<file path="src/rtl/display_scan_ctrl.sv">
// -----------------------------------------------------------------------------
// display_scan_ctrl
//
// Scan scheduler for an 8-digit multiplexed seven-segment display.  Holds a
// tear-free 32-bit display word, time-slices the shared nibble path across the
// eight digits and drives active-low anodes with a blanked dead time at the
// start of every digit slot.
//
// Parameters
//   TICK_DIV     clock cycles per digit slot (>= 4)
//   DEAD_CYCLES  blanked cycles at the start of each slot (1 .. TICK_DIV-1)
//
// Ports
//   clock        system clock, rising edge
//   reset        synchronous, active-high
//   data_in      display word, nibble i -> digit i (digit 0 rightmost)
//   load         capture data_in into the pending word
//   digit_en     per-digit enable, 0 keeps the digit dark
//   lz_blank     enable leading-zero blanking
//   nibble       nibble of the current digit (to bcd_to_7)
//   digit_idx    index of the current slot
//   anodes       active-low anode drive
//   pending      a loaded word waits for the next frame boundary
//   frame_start  one-cycle pulse on the first cycle of the digit-0 slot
//
// State table
//   state    | meaning
//   ---------+-----------------------------------------------------------
//   ST_START | first cycle out of reset; scan position held at digit 0/cnt 0
//   ST_BLANK | dead time at the start of a slot, all anodes off
//   ST_SHOW  | remainder of the slot, current digit may be lit
//
// The registers cnt/digit_idx/state describe the position whose outputs are
// currently visible.  The outputs are computed from the *next* position, so
// nibble/anodes/frame_start are registered and still line up with digit_idx.
// -----------------------------------------------------------------------------
module display_scan_ctrl #(
  parameter int TICK_DIV    = 100000,
  parameter int DEAD_CYCLES = 1000
) (
  input  logic        clock,
  input  logic        reset,
  input  logic [31:0] data_in,
  input  logic        load,
  input  logic [7:0]  digit_en,
  input  logic        lz_blank,
  output logic [3:0]  nibble,
  output logic [2:0]  digit_idx,
  output logic [7:0]  anodes,
  output logic        pending,
  output logic        frame_start
);

  localparam int CNT_W = (TICK_DIV > 1) ? $clog2(TICK_DIV) : 1;

  localparam logic [CNT_W-1:0] CNT_LAST  = CNT_W'(TICK_DIV - 1);
  localparam logic [CNT_W-1:0] DEAD_LAST = CNT_W'(DEAD_CYCLES - 1);

  typedef enum logic [1:0] {
    ST_START = 2'd0,
    ST_BLANK = 2'd1,
    ST_SHOW  = 2'd2
  } state_t;

  state_t           state;
  state_t           state_nxt;
  logic [CNT_W-1:0] cnt;
  logic [CNT_W-1:0] cnt_nxt;
  logic [2:0]       idx_nxt;
  logic [31:0]      disp_word;
  logic [31:0]      pend_word;
  logic [31:0]      word_nxt;
  logic             at_boundary;
  logic             transfer;
  logic [7:0]       lz_dark;
  logic             hi_zero;
  logic             lit_nxt;
  logic [3:0]       nibble_nxt;
  logic [7:0]       anodes_nxt;
  logic             frame_nxt;

  // ---------------------------------------------------------------------------
  // Next scan position and the outputs that belong to it
  // ---------------------------------------------------------------------------
  always_comb begin
    at_boundary = 1'b0;
    cnt_nxt     = cnt;
    idx_nxt     = digit_idx;
    state_nxt   = state;

    case (state)
      ST_START: begin
        // Hold at digit 0 / cnt 0 so the first visible cycle is the frame start.
        cnt_nxt   = '0;
        idx_nxt   = 3'd0;
        state_nxt = ST_BLANK;
      end
      ST_BLANK: begin
        cnt_nxt = cnt + 1'b1;
        if (cnt == DEAD_LAST) begin
          state_nxt = ST_SHOW;
        end
      end
      ST_SHOW: begin
        if (cnt == CNT_LAST) begin
          cnt_nxt     = '0;
          idx_nxt     = digit_idx + 3'd1;
          state_nxt   = ST_BLANK;
          at_boundary = (digit_idx == 3'd7);
        end else begin
          cnt_nxt = cnt + 1'b1;
        end
      end
      default: begin
        cnt_nxt   = '0;
        idx_nxt   = 3'd0;
        state_nxt = ST_BLANK;
      end
    endcase

    transfer = at_boundary && pending;

    // Bypass so the first digit of a new frame already shows the new word.
    word_nxt = transfer ? pend_word : disp_word;

    nibble_nxt = word_nxt[{idx_nxt, 2'b00} +: 4];

    // Walk from the top digit down: a digit is dark when it and every digit
    // above it hold zero.  Digit 0 always stays visible.
    hi_zero = 1'b1;
    lz_dark = '0;
    for (int i = 7; i >= 0; i--) begin
      hi_zero    = hi_zero && (word_nxt[4*i +: 4] == 4'h0);
      lz_dark[i] = (i != 0) && hi_zero;
    end

    lit_nxt = (state_nxt == ST_SHOW) && digit_en[idx_nxt] &&
              !(lz_blank && lz_dark[idx_nxt]);

    anodes_nxt = lit_nxt ? ~(8'b1 << idx_nxt) : 8'hFF;
    frame_nxt  = (cnt_nxt == '0) && (idx_nxt == 3'd0);
  end

  // ---------------------------------------------------------------------------
  // State, word registers and registered outputs
  // ---------------------------------------------------------------------------
  always_ff @(posedge clock) begin
    if (reset) begin
      state       <= ST_START;
      cnt         <= '0;
      digit_idx   <= 3'd0;
      disp_word   <= '0;
      pend_word   <= '0;
      pending     <= 1'b0;
      nibble      <= 4'h0;
      anodes      <= 8'hFF;
      frame_start <= 1'b0;
    end else begin
      state     <= state_nxt;
      cnt       <= cnt_nxt;
      digit_idx <= idx_nxt;

      if (transfer) begin
        disp_word <= pend_word;
      end

      // A load on the boundary cycle re-arms pending for the following frame;
      // the transfer above still uses the pending word from before this cycle.
      if (load) begin
        pend_word <= data_in;
        pending   <= 1'b1;
      end else if (at_boundary) begin
        pending <= 1'b0;
      end

      nibble      <= nibble_nxt;
      anodes      <= anodes_nxt;
      frame_start <= frame_nxt;
    end
  end

endmodule

</file>
<file path="config.mk">
export PLATFORM = sky130hd
export DESIGN_NAME = display_scan_ctrl
export DESIGN_NICKNAME = d
export VERILOG_FILES = /design/src/rtl/display_scan_ctrl.sv
export SDC_FILE = /design/constraint.sdc
export NUM_CORES = 1
export LEC_CHECK = 0
export BUFFER_PORTS_ARGS = -buffer_cell sky130_fd_sc_hd__buf_2
export CAP_MARGIN = 20
export CORE_UTILIZATION = 25
export CTS_CLUSTER_SIZE = 16
export DETAILED_ROUTE_END_ITERATION = 10
export PLACE_DENSITY_LB_ADDON = 0.2
export SLEW_MARGIN = 10
export SYNTH_ARGS = -nofsm -noshare
export SYNTH_HDL_FRONTEND = slang
export SYNTH_SLANG_ARGS = --single-unit
</file>
<file path="constraint.sdc">
create_clock -name clock -period 8.35 [get_ports clock]
set_input_delay 1.67 -clock clock [delete_from_list [all_inputs] [get_ports clock]]
set_output_delay 1.67 -clock clock [all_outputs]
set_load 0.01 [all_outputs]
</file>
# --- Word-level counts from Yosys, hierarchy flattened ---
# Cells that the tools add are included.
word_totals:
  ff_bits: 100
  inputBits: 44
  wordCells: 61
op_classes:
  add_sub_neg: 2
  n_lt_le_gt_ge: 1
  eq_ne: 6
  shift: 2
  mux: 16
  bitwise: 2
  n_reduce_logical: 23
ops:
  columns: ["cell", "n"]
  rows:
  - ["case mux 17 bit (2 select lines)", 1]
  - ["2-to-1 mux 32 bit", 1]
  - ["indexed part select 32 x 6 -> 4 bit", 1]
  - ["logical NOT 4 bit", 7]
  - ["adder 17 x 1 -> 17 bit (second input constant)", 1]
  - ["equality test 17 x 10 -> 1 bit (second input constant)", 1]
  - ["equality test 17 bit (second input constant)", 1]
  - ["logical NOT 17 bit", 1]
  - ["2-to-1 mux 17 bit", 1]
  - ["logical AND 1 bit", 11]
  - ["inverter 8 bit", 1]
  - ["<< shifter 1 x 3 -> 8 bit (first input constant)", 1]
  - ["binary-select mux 1 bit (select 3 bit)", 2]
  - ["2-to-1 mux 1 bit", 6]
  - ["case mux 3 bit (2 select lines)", 1]
  - ["equality test 2 bit (second input constant)", 2]
  - ["< comparator 3 x 4 -> 1 bit (second input constant)", 1]
  - ["2-to-1 mux 2 bit", 2]
  - ["case mux 2 bit (2 select lines)", 1]
  - ["adder 3 x 1 -> 3 bit (second input constant)", 1]
  - ["equality test 3 bit (second input constant)", 1]
  - ["logical NOT 3 bit", 1]
  - ["2-to-1 mux 3 bit", 1]
  - ["equality test 2 x 1 -> 1 bit (second input constant)", 1]
  - ["4 further kinds", 4]

# --- Longest topological paths before layout ---
# Gate-level depths: netlist (run 1).
depth:
  depth_word: 19
  mapped_depth: 11
  mapped_depth_nobuf: 9

# --- Worst setup path before layout (run 1) ---
# No wires, ideal clock.
synth_path:
  path_type: "in2reg"
  start: "input port load"
  end: "register pend_word[10]"
  setup_time_ns: 0.128
  t_arrival_ns: 2.643
  path_slack_ns: 5.579
  path_stages: 4
  path_buffers: 2
  cell_sequence: "clkbuf_1 -> clkbuf_1 -> mux2i_1 -> nor2_1"
synth_lines:
  columns: ["element", "line", "rtl"]
  rows:
  - ["start, declared", "44", "input logic load,"]
  - ["end signal, assigned", "170", "pend_word <= data_in;"]
  - ["end, declared", "71", "logic [31:0] pend_word;"]

# --- Final worst setup path (run 1) ---
layout_path:
  start: "register cnt[0]"
  end: "register nibble[0]"
layout_via:
  elab_chain_cells: 6
layout_lines:
  columns: ["element", "line", "rtl"]
  rows:
  - ["start, declared", "67", "logic [CNT_W-1:0] cnt;"]
  - ["start signal, assigned", "160", "cnt <= cnt_nxt;"]
  - ["equality test 17 bit *", "105", "if (cnt == CNT_LAST) begin"]
  - ["2-to-1 mux 1 bit", "105", null]
  - ["2-to-1 mux 1 bit", "91", "case (state)"]
  - ["logical AND 1 bit", "121", "transfer = at_boundary && pending;"]
  - ["2-to-1 mux 32 bit", null, null]
  - ["indexed part select 32 x 6 -> 4 bit *", "126", "nibble_nxt = word_nxt[{idx_nxt, 2'b00} +: 4];"]
  - ["end signal, assigned", "176", "nibble <= nibble_nxt;"]
  - ["end, declared", "47", "output logic [3:0] nibble,"]
# Every way passes the cells marked *; elsewhere a longest branch is shown, timed or not.
# A chain may end at the register's enable or synchronous reset.

==> reports/results.txt, run 1 <==
post-CTS setup buffer count: 0
synthesized area: 4920 um^2
total track usage: 14.8%
core area: 19000 um^2
relative slew slack: 35.8%
Required @ worst endpoint: 8.54 ns
io pins: 61
Max Fclk: 0.277 GHz
Net Sw Frac: 23.3%
Sw Pwr: 228 uW
CP max-delay cell: nor4_4
number of global-route vias before repair: 4169
share of layout cells above drive strength 1: 15.6%
Worst path max stage delay: 0.77 ns
hold-critical path depth: 2
post-DP HPWL: 10.5 mm
Clock Skews: 0.0123 ns
Synth cell types: 59
outcome: completed
initial antenna violation count: 0
via count: 4411
cells after synthesis: 596
Setup Viol. Count Final: 0
# diodes: 0
later-pin clock latency in the skew report: 0.35 ns
Crit path max-delay family: simple AND/OR/NAND/NOR gates
Primary FF master, synth: dfxtp_1
Inst Count DP: 880
htree depth: 3
Setup TNS Final: 0 ns
Num CTS Buffers: 9
sequential share of the synthesized area: 40.7%
reg2reg end: nibble[0]$_SDFF_PP0_
Syn Nets: 645
final hold violation count: 0
worst vdd ir: 0.0883 mV
Clock power frac: 43.3%
Residual DRC: 0
Setup crit start kind: register
row count: 50
WL/cell: 16.2 um
die height: 142 um
Slew Viols, Final: 0
Placer Congestion: 0.857
synth warn: 0
origin of the critical flop-to-flop path: cnt[0]$_SDFF_PP0_
CP Max Fanout: 12
RSZ-0062 raised after global routing: no
final worst path period need: 3.61 ns
Area Growth Syn to Fin: 16.1%
Final nets: 680
fin cells: 895
Overflow after GRT: 0
Resized cells post-CTS: 0
Pwr Density: 172 nW/um^2
CTS tree: yes
DR pass1 iterations: 5
Logic pwr share: 5.7%
Seq pwr share: 51.0%
pin slew with the least headroom to its limit: 0.962 ns
Internal: 753 uW
die area: 20300 um^2
hold_buf cts: 0
Initial Util: 25.9%
total wire length: 14.5 mm
cells along the critical path: ha_1, nand4_1, nor4_4, mux2_2, nor2_1, mux4_2, mux2i_1, a221oi_1
DIE WIDTH: 142 um
data arrival time of the critical path: 3.80 ns
first-pass GRT wire length: 23.1 mm
DR vias/cell: 4.93
I/O Buffers: 60
R2R setup slack: 4.74 ns
Clock transition at path regs: 0.07 ns
Tcrit/Tclk final: 43.2%
Async S/R FF share, synth: 0%
WHS Endpoint: disp_word[3]$_SDFF_PP0_
Hold Path Class: register to register
Buf/Inv on CP: 0
Max clock buf depth: 2
Crit Path Category: register to register
Avg Inst Size Synth: 8.26 um^2
worst-case reg-to-reg path depth: 8
Post-synth EDFFs: 0
Worst Hold Launch: disp_word[3]$_SDFF_PP0_
largest net degree at the start of global routing: 77
max_cap viols: 0
CP endpoint kind: register
worst setup path startpoint: cnt[0]$_SDFF_PP0_
first-iteration detailed-routing DRC count: 360
clock sink count: 100
register bit total from synthesis: 100
Root Driver: clkbuf_16
leakage power total: 2.07 nW
Final ANT Viol Nets: 0
-- how the worst max path moves through the flow --
stage                                            end  slack, ns  cells after the start
after detailed placement        nibble[0]$_SDFF_PP0_       4.76                      8
final                           nibble[0]$_SDFF_PP0_       4.74                      8
after global routing            nibble[0]$_SDFF_PP0_       4.47                      8
after CTS                       nibble[0]$_SDFF_PP0_       4.74                      8
after global placement          nibble[0]$_SDFF_PP0_       4.93                      8
after floorplan           pend_word[10]$_SDFFE_PP0P_       5.58                      4
-- worst min-delay path: cells and delay by family (launching register included) --
family	cells	cell delay (ns)
and+or+nand+nor	1	0.05
DFF	1	0.31
AOI/OAI and AO/OA	1	0.05
-- cell usage after synthesis (3+ instances only) --
library cell  number  share of area, %
inv_1              8              0.61
a31oi_1            3              0.38
nand2_1           83               6.3
and3_1             4              0.51
nand4_1           10               1.3
or4_1              5              0.76
nor4_1            14               1.8
a22o_1             3              0.53
o211ai_1           3              0.46
xor2_1             6               1.1
nand3_1           17               1.7
mux2_2            11               2.5
buf_2              4              0.41
o31ai_1            3              0.46
ha_1               5               1.3
o21ai_1            8              0.81
clkbuf_1          32               2.4
mux2i_1           44               8.9
a21oi_1           42               4.3
o221ai_1           3              0.53
and4_1             3              0.53
a211oi_1           4              0.61
nor3_1            17               1.7
o21ai_0            5              0.51
nor2_1            93               7.1
o22ai_1           13               1.7
xnor2_1           12               2.1
dfxtp_1          100                41
or2_1              3              0.38
-- stage by stage --
step	util, %	cell area (um^2)	power (mW)	hold slack, ns	setup slack [ns]
finish	30.1	5720	0.981	0.463	4.74
detailed placement	28.5	5420	0.567	0.448	4.76
global placement	28.5	5420	0.567	0.446	4.93
global route	30.1	5720	1.02	0.477	4.47
floorplan	-	4920	0.541	0.429	5.58
CTS	30.1	5720	0.998	0.458	4.74
-- cell usage in the layout, fill, tap and decap left out, types with 9 or more instances in the layout --
master	instances
a21oi_1	42
buf_2	60
clkbuf_16	9
dfxtp_1	100
mux2_2	11
mux2i_1	44
nand2_1	83
nand3_1	17
nand4_1	10
nor2_1	93
nor3_1	17
nor4_1	14
o22ai_1	13
xnor2_1	12
-- power by group through the flow --
stage	Clock (mW)	Sequential, mW	Combinational [mW]
floorplan	0	0.505	0.0359
global placement	0	0.511	0.0562
detailed placement	0	0.511	0.0564
CTS	0.441	0.500	0.0566
global route	0.460	0.501	0.0624
finish	0.425	0.500	0.0560
-- area by class of cell --
type                            instances  area (um^2)
Clock inverter                          5         60.1
Sequential cell                       100         2000
Multi-Input combinational cell        449         2740
Tap cell                              260          325
Clock buffer                           10          239
Inverter                                8         30.0
Fill cell                            2058        13300
Timing Repair Buffer                   63          323
-- flip-flops by register name, indices dropped and copies added (netlist names) --
register     count
anodes           8
disp_word       32
frame_start      1
pending          1
pend_word       32
cnt             17
digit_idx        3
nibble           4
state            2
-- metal layers --
layer,vias to the layer above,GRT usage (%),part of all wire [%]
li1,2183,-,-
met1,2101,19.9,48
met2,116,23.7,46
met3,11,3.03,4.5
met4,0,4.36,1.3
met5,-,0,0
-- cell families (layout without fill, tap and decap cells) --
group           count (synthesis)  after routing  share of synthesized area [%]
xor+xnor                       18             18                           3.20
buf+inv                        47             86                           3.76
compound gates                101            101                           12.8
flops                         100            100                           40.7
simple gates                  267            267                           25.7
mux                            58             58                           12.6
fa+ha+maj                       5              5                           1.27
No activity file was read; power rests on OpenSTA's default activity.
==> run 2, diff against run 1 <==
clock period = 3.6 ns   (was 8.35 ns; I/O delays follow)
==> reports/results.txt, run 2 (synthesized netlist as in run 1, its figures left out) <==
Resized cells post-CTS: 0
Setup TNS Final: 0 ns
Max clock buf depth: 2
Final nets: 687
DIE WIDTH: 142 um
fin cells: 903
commonest cells after routing, fill and taps aside: dfxtp_1, nor2_1, nand2_1, buf_2, mux2i_1
final hold violation count: 0
largest net degree at the start of global routing: 45
htree depth: 3
Required @ worst endpoint: 3.81 ns
pre-CTS worst setup slack: 0.489 ns
largest registers: disp_word (32), pend_word (32), cnt (17)
Internal: 1.68 mW
CP Max Fanout: 10
clock sink count: 100
share of layout cells above drive strength 1: 16.3%
Clock transition at path regs: 0.07 ns
WL/cell: 16.0 um
total track usage: 14.8%
Worst Hold Launch: disp_word[3]$_SDFF_PP0_
core area: 19000 um^2
Sw Pwr: 528 uW
post-DP HPWL: 10.7 mm
WL met3: 712 um
overall power: 2.21 mW
die area: 20300 um^2
Clock Skews: 0.00751 ns
Inst Count DP: 887
# diodes: 0
relative slew slack: 34.3%
post-route setup slack: 0.425 ns
Seq pwr share: 52.5%
post-CTS setup buffer count: 0
die height: 142 um
Logic pwr share: 5.8%
Overflow after GRT: 0
I/O Buffers: 60
DR top layer: met4
Hold Path Class: register to register
Pwr Density: 384 nW/um^2
Setup crit start kind: register
via count: 4505
CP endpoint kind: register
leakage power total: 2.10 nW
Tcrit/Tclk final: 88.2%
Slew Viols, Final: 0
Initial Util: 25.9%
Root Driver: clkbuf_16
Clock power frac: 41.7%
initial antenna violation count: 0
pin slew with the least headroom to its limit: 0.985 ns
first-pass GRT wire length: 23.3 mm
Num CTS Buffers: 9
worst vdd ir: 0.190 mV
origin of the critical flop-to-flop path: cnt[0]$_SDFF_PP0_
commonest non-fill, non-tap cell in the layout: dfxtp_1
Crit Path Category: register to register
fill count: 2059
RSZ-0062 raised after global routing: no
Final ANT Viol Nets: 0
Net Sw Frac: 23.9%
number of global-route vias before repair: 4443
later-pin clock latency in the skew report: 0.36 ns
outcome: completed
worst setup path startpoint: cnt[0]$_SDFF_PP0_
row count: 50
first-iteration detailed-routing DRC count: 274
final worst path period need: 3.17 ns
hold_buf cts: 0
CTS tree: yes
Area Growth Syn to Fin: 16.7%
WL met2: 6.72 mm
DR pass1 iterations: 5
data arrival time of the critical path: 3.38 ns
io pins: 61
Placer Congestion: 0.855
max_cap viols: 0
M1 wire length: 6.86 mm
Max Fclk: 0.315 GHz
total wire length: 14.5 mm
Residual DRC: 0
Setup Viol. Count Final: 0
DR vias/cell: 4.99
## run 2: changes by cell type in the layout (fill, tap and decap cells not counted), sizes merged
cell	previous run	this run
buf	63	70
bufinv	1	0
clkbuf	10	12
clkinv	2	1
clkinvlp	1	2
## run 2: metrics by stage
step	hold WS, ns	area, um^2	util, %
5_1_grt	0.494	5750	30.2
6_report	0.455	5750	30.2
4_1_cts	0.461	5750	30.2
3_5_place_dp	0.451	5470	28.8
2_1_floorplan	0.429	4920	-
3_3_place_gp	0.441	5470	28.8
## run 2: path summary, 6_finish.rpt
| kind | end | slack (ns) | depth (start not counted) |
|---|---|---|---|
| max | anodes[3]$_SDFF_PP1_ | 0.43 | 8 |
| min | disp_word[3]$_SDFF_PP0_ | 0.45 | 2 |
| max reg2reg | anodes[3]$_SDFF_PP1_ | 0.43 | 8 |
| min reg2reg | disp_word[3]$_SDFF_PP0_ | 0.45 | 2 |
## run 2: critical path, stage by stage (launching register included)
cell and delay, ns:
dfxtp_1 0.38, ha_1 0.28, nand4_1 0.31, o41ai_2 0.55, a211oi_1 0.18, nor2_1 0.67
a211oi_1 0.15, nor3_1 0.38, nand4_1 0.13
## run 2: layout make-up
cell class	instances	area [um^2]	area share, %
Timing Repair Buffer	70	375	6.53
Sequential cell	100	2000	34.8
Multi-Input combinational cell	449	2740	47.6
Inverter	8	30.0	0.522
Tap cell	260	325	5.66
Clock buffer	12	246	4.29
Clock inverter	4	32.5	0.566
## run 2: power by group through the flow
stage / Clock, mW / Combinational [mW] / Sequential, mW
2_1_floorplan: 0 / 0.0833 / 1.17
5_1_grt: 0.999 / 0.144 / 1.16
4_1_cts: 0.954 / 0.130 / 1.16
3_5_place_dp: 0 / 0.130 / 1.19
3_3_place_gp: 0 / 0.128 / 1.18
6_report: 0.920 / 0.129 / 1.16
## run 2: per-layer routing
| layer | up-vias | global-route usage, % |
|---|---|---|
| li1 | 2193 | - |
| met1 | 2200 | 19.0 |
| met2 | 97 | 24.5 |
| met3 | 15 | 3.73 |
| met4 | 0 | 4.02 |
| met5 | - | 0 |
==> run 3, diff against run 2 <==
--- a/config.mk
+++ b/config.mk
@@ -6,4 +6,5 @@
 export NUM_CORES = 1
 export LEC_CHECK = 0
+export ABC_AREA = 1
 export BUFFER_PORTS_ARGS = -buffer_cell sky130_fd_sc_hd__buf_2
 export CAP_MARGIN = 20
@@ -16,2 +17,3 @@
 export SYNTH_HDL_FRONTEND = slang
 export SYNTH_SLANG_ARGS = --single-unit
+export TNS_END_PERCENT = 50
==> constraint.sdc (replaced) <==
create_clock -name clock -period 3.6 [get_ports clock]
set_input_delay 0.72 -clock clock [delete_from_list [all_inputs] [get_ports clock]]
set_output_delay 0.72 -clock clock [all_outputs]
set_load 0.02 [all_outputs]
==> reports/results.txt, run 3 <==
largest net degree at the start of global routing: 40
Residual DRC: 0
Clock transition at path regs: 0.07 ns
sequential share of the synthesized area: 42.3%
Placer Congestion: 0.853
number of global-route vias before repair: 4182
DIE WIDTH: 140 um
Post-synth EDFFs: 0
Primary FF master, synth: dfxtp_1
I/O Buffers: 60
Buf/Inv on CP: 1
reg2reg end: nibble[0]$_SDFF_PP0_
pin slew with the least headroom to its limit: 0.731 ns
post-DP HPWL: 9.90 mm
data arrival time of the critical path: 2.98 ns
Required @ worst endpoint: 3.84 ns
clock sink count: 100
Global Route met2 Usage: 21.9%
final worst path period need: 2.74 ns
CP Max Fanout: 18
die area: 19500 um^2
initial antenna violation count: 0
first-iteration detailed-routing DRC count: 237
Num CTS Buffers: 9
core area: 18300 um^2
cells along the critical path: ha_1, nand2_2, nor2_8, nand3_2, nor3_4, nand2_4, nand2_4, nand2_8, nand2_8, inv_2, a22oi_1, o221ai_1, nand2_1, nand2_1
cells after synthesis: 657
Avg Inst Size Synth: 7.21 um^2
Cell Area, Placed: 5240 um^2
CP endpoint kind: register
Final nets: 758
synthesized area: 4730 um^2
Internal: 1.65 mW
mux cell area share after synthesis: 0%
max_cap viols: 0
CTS tree: yes
Setup TNS Final: 0 ns
Crit Path Category: register to register
post-CTS setup buffer count: 0
io pins: 61
area share of xor/xnor cells in the synthesized design: 0.185%
Net Sw Frac: 24.3%
Pwr Density: 395 nW/um^2
origin of the critical flop-to-flop path: cnt[0]$_SDFF_PP0_
Syn Nets: 706
WL/cell: 14.2 um
met1 global-route usage: 20.6%
worst-case reg-to-reg path depth: 14
leakage power total: 2.44 nW
Clock Skews: 0.0119 ns
largest family of logic cells by synthesized area: simple AND/OR/NAND/NOR gates
outcome: completed
Synth cell types: 43
simple-gate share of the synthesized area: 35.7%
DR vias/cell: 4.50
Crit path max-delay family: simple AND/OR/NAND/NOR gates
via count: 4243
row count: 49
later-pin clock latency in the skew report: 0.35 ns
die height: 140 um
Final ANT Viol Nets: 0
Clock power frac: 41.4%
GRT met3 Usage: 4.09%
top-count cell post-synth: nand2_1
compound-gate portion of the synthesized area: 12.0%
R2R setup slack: 0.86 ns
finished layout cell area: 5510 um^2
synth warn: 0
Worst path max stage delay: 0.58 ns
commonest cells after routing, fill and taps aside: nand2_1, nor2_1, dfxtp_1, inv_1, buf_2
Async S/R FF share, synth: 0%
Synth top cells by count: nand2_1, nor2_1, dfxtp_1, inv_1, o21ai_0
Yosys top cell area share: 42.3%
# diodes: 0
Hold Path Class: register to register
Max Fclk: 0.365 GHz
commonest non-fill, non-tap cell in the layout: nand2_1
Slew Viols, Final: 0
Yosys top cell by area: dfxtp_1
total track usage: 14.8%
Setup crit start kind: register
Overflow after GRT: 0
Seq pwr share: 52.8%
htree depth: 3
Worst Hold Launch: pend_word[9]$_SDFFE_PP0P_
Sw Pwr: 529 uW
Setup Viol. Count Final: 0
final hold violation count: 0
relative slew slack: 51.1%
Logic pwr share: 5.7%
hold_buf cts: 0
first-pass GRT wire length: 22.2 mm
RSZ-0062 raised after global routing: no
Area Growth Syn to Fin: 16.3%
worst vdd ir: 0.203 mV
WHS Endpoint: pend_word[9]$_SDFFE_PP0P_
Initial Util: 25.9%
register bit total from synthesis: 100
largest registers: disp_word (32), pend_word (32), cnt (17)
hold-critical path depth: 2
Tcrit/Tclk final: 76.1%
Synth Area in Adders: 1.32%
largest cells by area after synthesis: dfxtp_1, nand2_1, nor2_1, o21ai_0, inv_1
DR pass1 iterations: 4
CP max-delay cell: nor3_4
grt peak-use layer: met2
share of layout cells above drive strength 1: 18.1%
Max clock buf depth: 2
total wire length: 13.4 mm
Root Driver: clkbuf_16
Resized cells post-CTS: 0
-- run 3: worst min-delay path: stages, from the launching register on --
cell and delay (ns):
dfxtp_1 0.30, inv_1 0.06, a21oi_1 0.06
-- run 3: logic make-up (layout without fill, tap and decap cells) --
family	count (synthesis)	in the layout
adders and majority gates	5	5
DFF	100	100
buffers and inverters	98	154
and+or+nand+nor	349	349
xor gates and xnor gates	1	1
AOI/OAI and AO/OA	104	104
-- run 3: cell type report --
class	count	area [um^2]
multi-input cells	459	2330
repair buffers	67	353
well taps	229	287
flip-flops and latches	100	2000
clock buffers	10	229
fillers	2059	12800
clock inverters	5	38.8
inverters	72	270
-- run 3: worst max-delay path by stage --
stage / from / end / slack, ns / depth (start not counted)
2_1_floorplan: cnt[0]$_SDFF_PP0_ / anodes[0]$_SDFF_PP1_ / 1.49 / 14
3_3_place_gp: cnt[0]$_SDFF_PP0_ / nibble[0]$_SDFF_PP0_ / 0.93 / 14
3_5_place_dp: cnt[0]$_SDFF_PP0_ / nibble[0]$_SDFF_PP0_ / 0.89 / 14
4_1_cts: cnt[0]$_SDFF_PP0_ / nibble[0]$_SDFF_PP0_ / 0.86 / 14
5_1_grt: cnt[0]$_SDFF_PP0_ / nibble[0]$_SDFF_PP0_ / 0.59 / 14
6_report: cnt[0]$_SDFF_PP0_ / nibble[0]$_SDFF_PP0_ / 0.86 / 14
-- run 3: routing by layer --
| metal | share of wire, % | vias to the layer above |
|---|---|---|
| met5 | 0 | - |
| met4 | 1.7 | 0 |
| met3 | 3.8 | 15 |
| met2 | 43 | 76 |
| met1 | 52 | 1903 |
| li1 | - | 2249 |
-- run 3: power by group through the flow --
stage	Sequential, mW	Combinational (mW)	Clock (mW)
finish	1.15	0.124	0.901
global route	1.15	0.144	0.992
floorplan	1.17	0.0749	0
detailed placement	1.17	0.126	0
global placement	1.17	0.126	0
CTS	1.15	0.127	0.935
-- run 3: metrics by stage --
step | utilization (%) | std cells | hold WS (ns) | total power [mW] | setup slack (ns)
CTS | 30.1 | 942 | 0.467 | 2.21 | 0.860
global placement | 28.7 | 927 | 0.450 | 1.30 | 0.926
finish | 30.1 | 942 | 0.461 | 2.17 | 0.859
floorplan | - | 657 | 0.429 | 1.25 | 1.49
detailed placement | 28.7 | 927 | 0.457 | 1.30 | 0.891
global route | 30.1 | 942 | 0.491 | 2.29 | 0.590
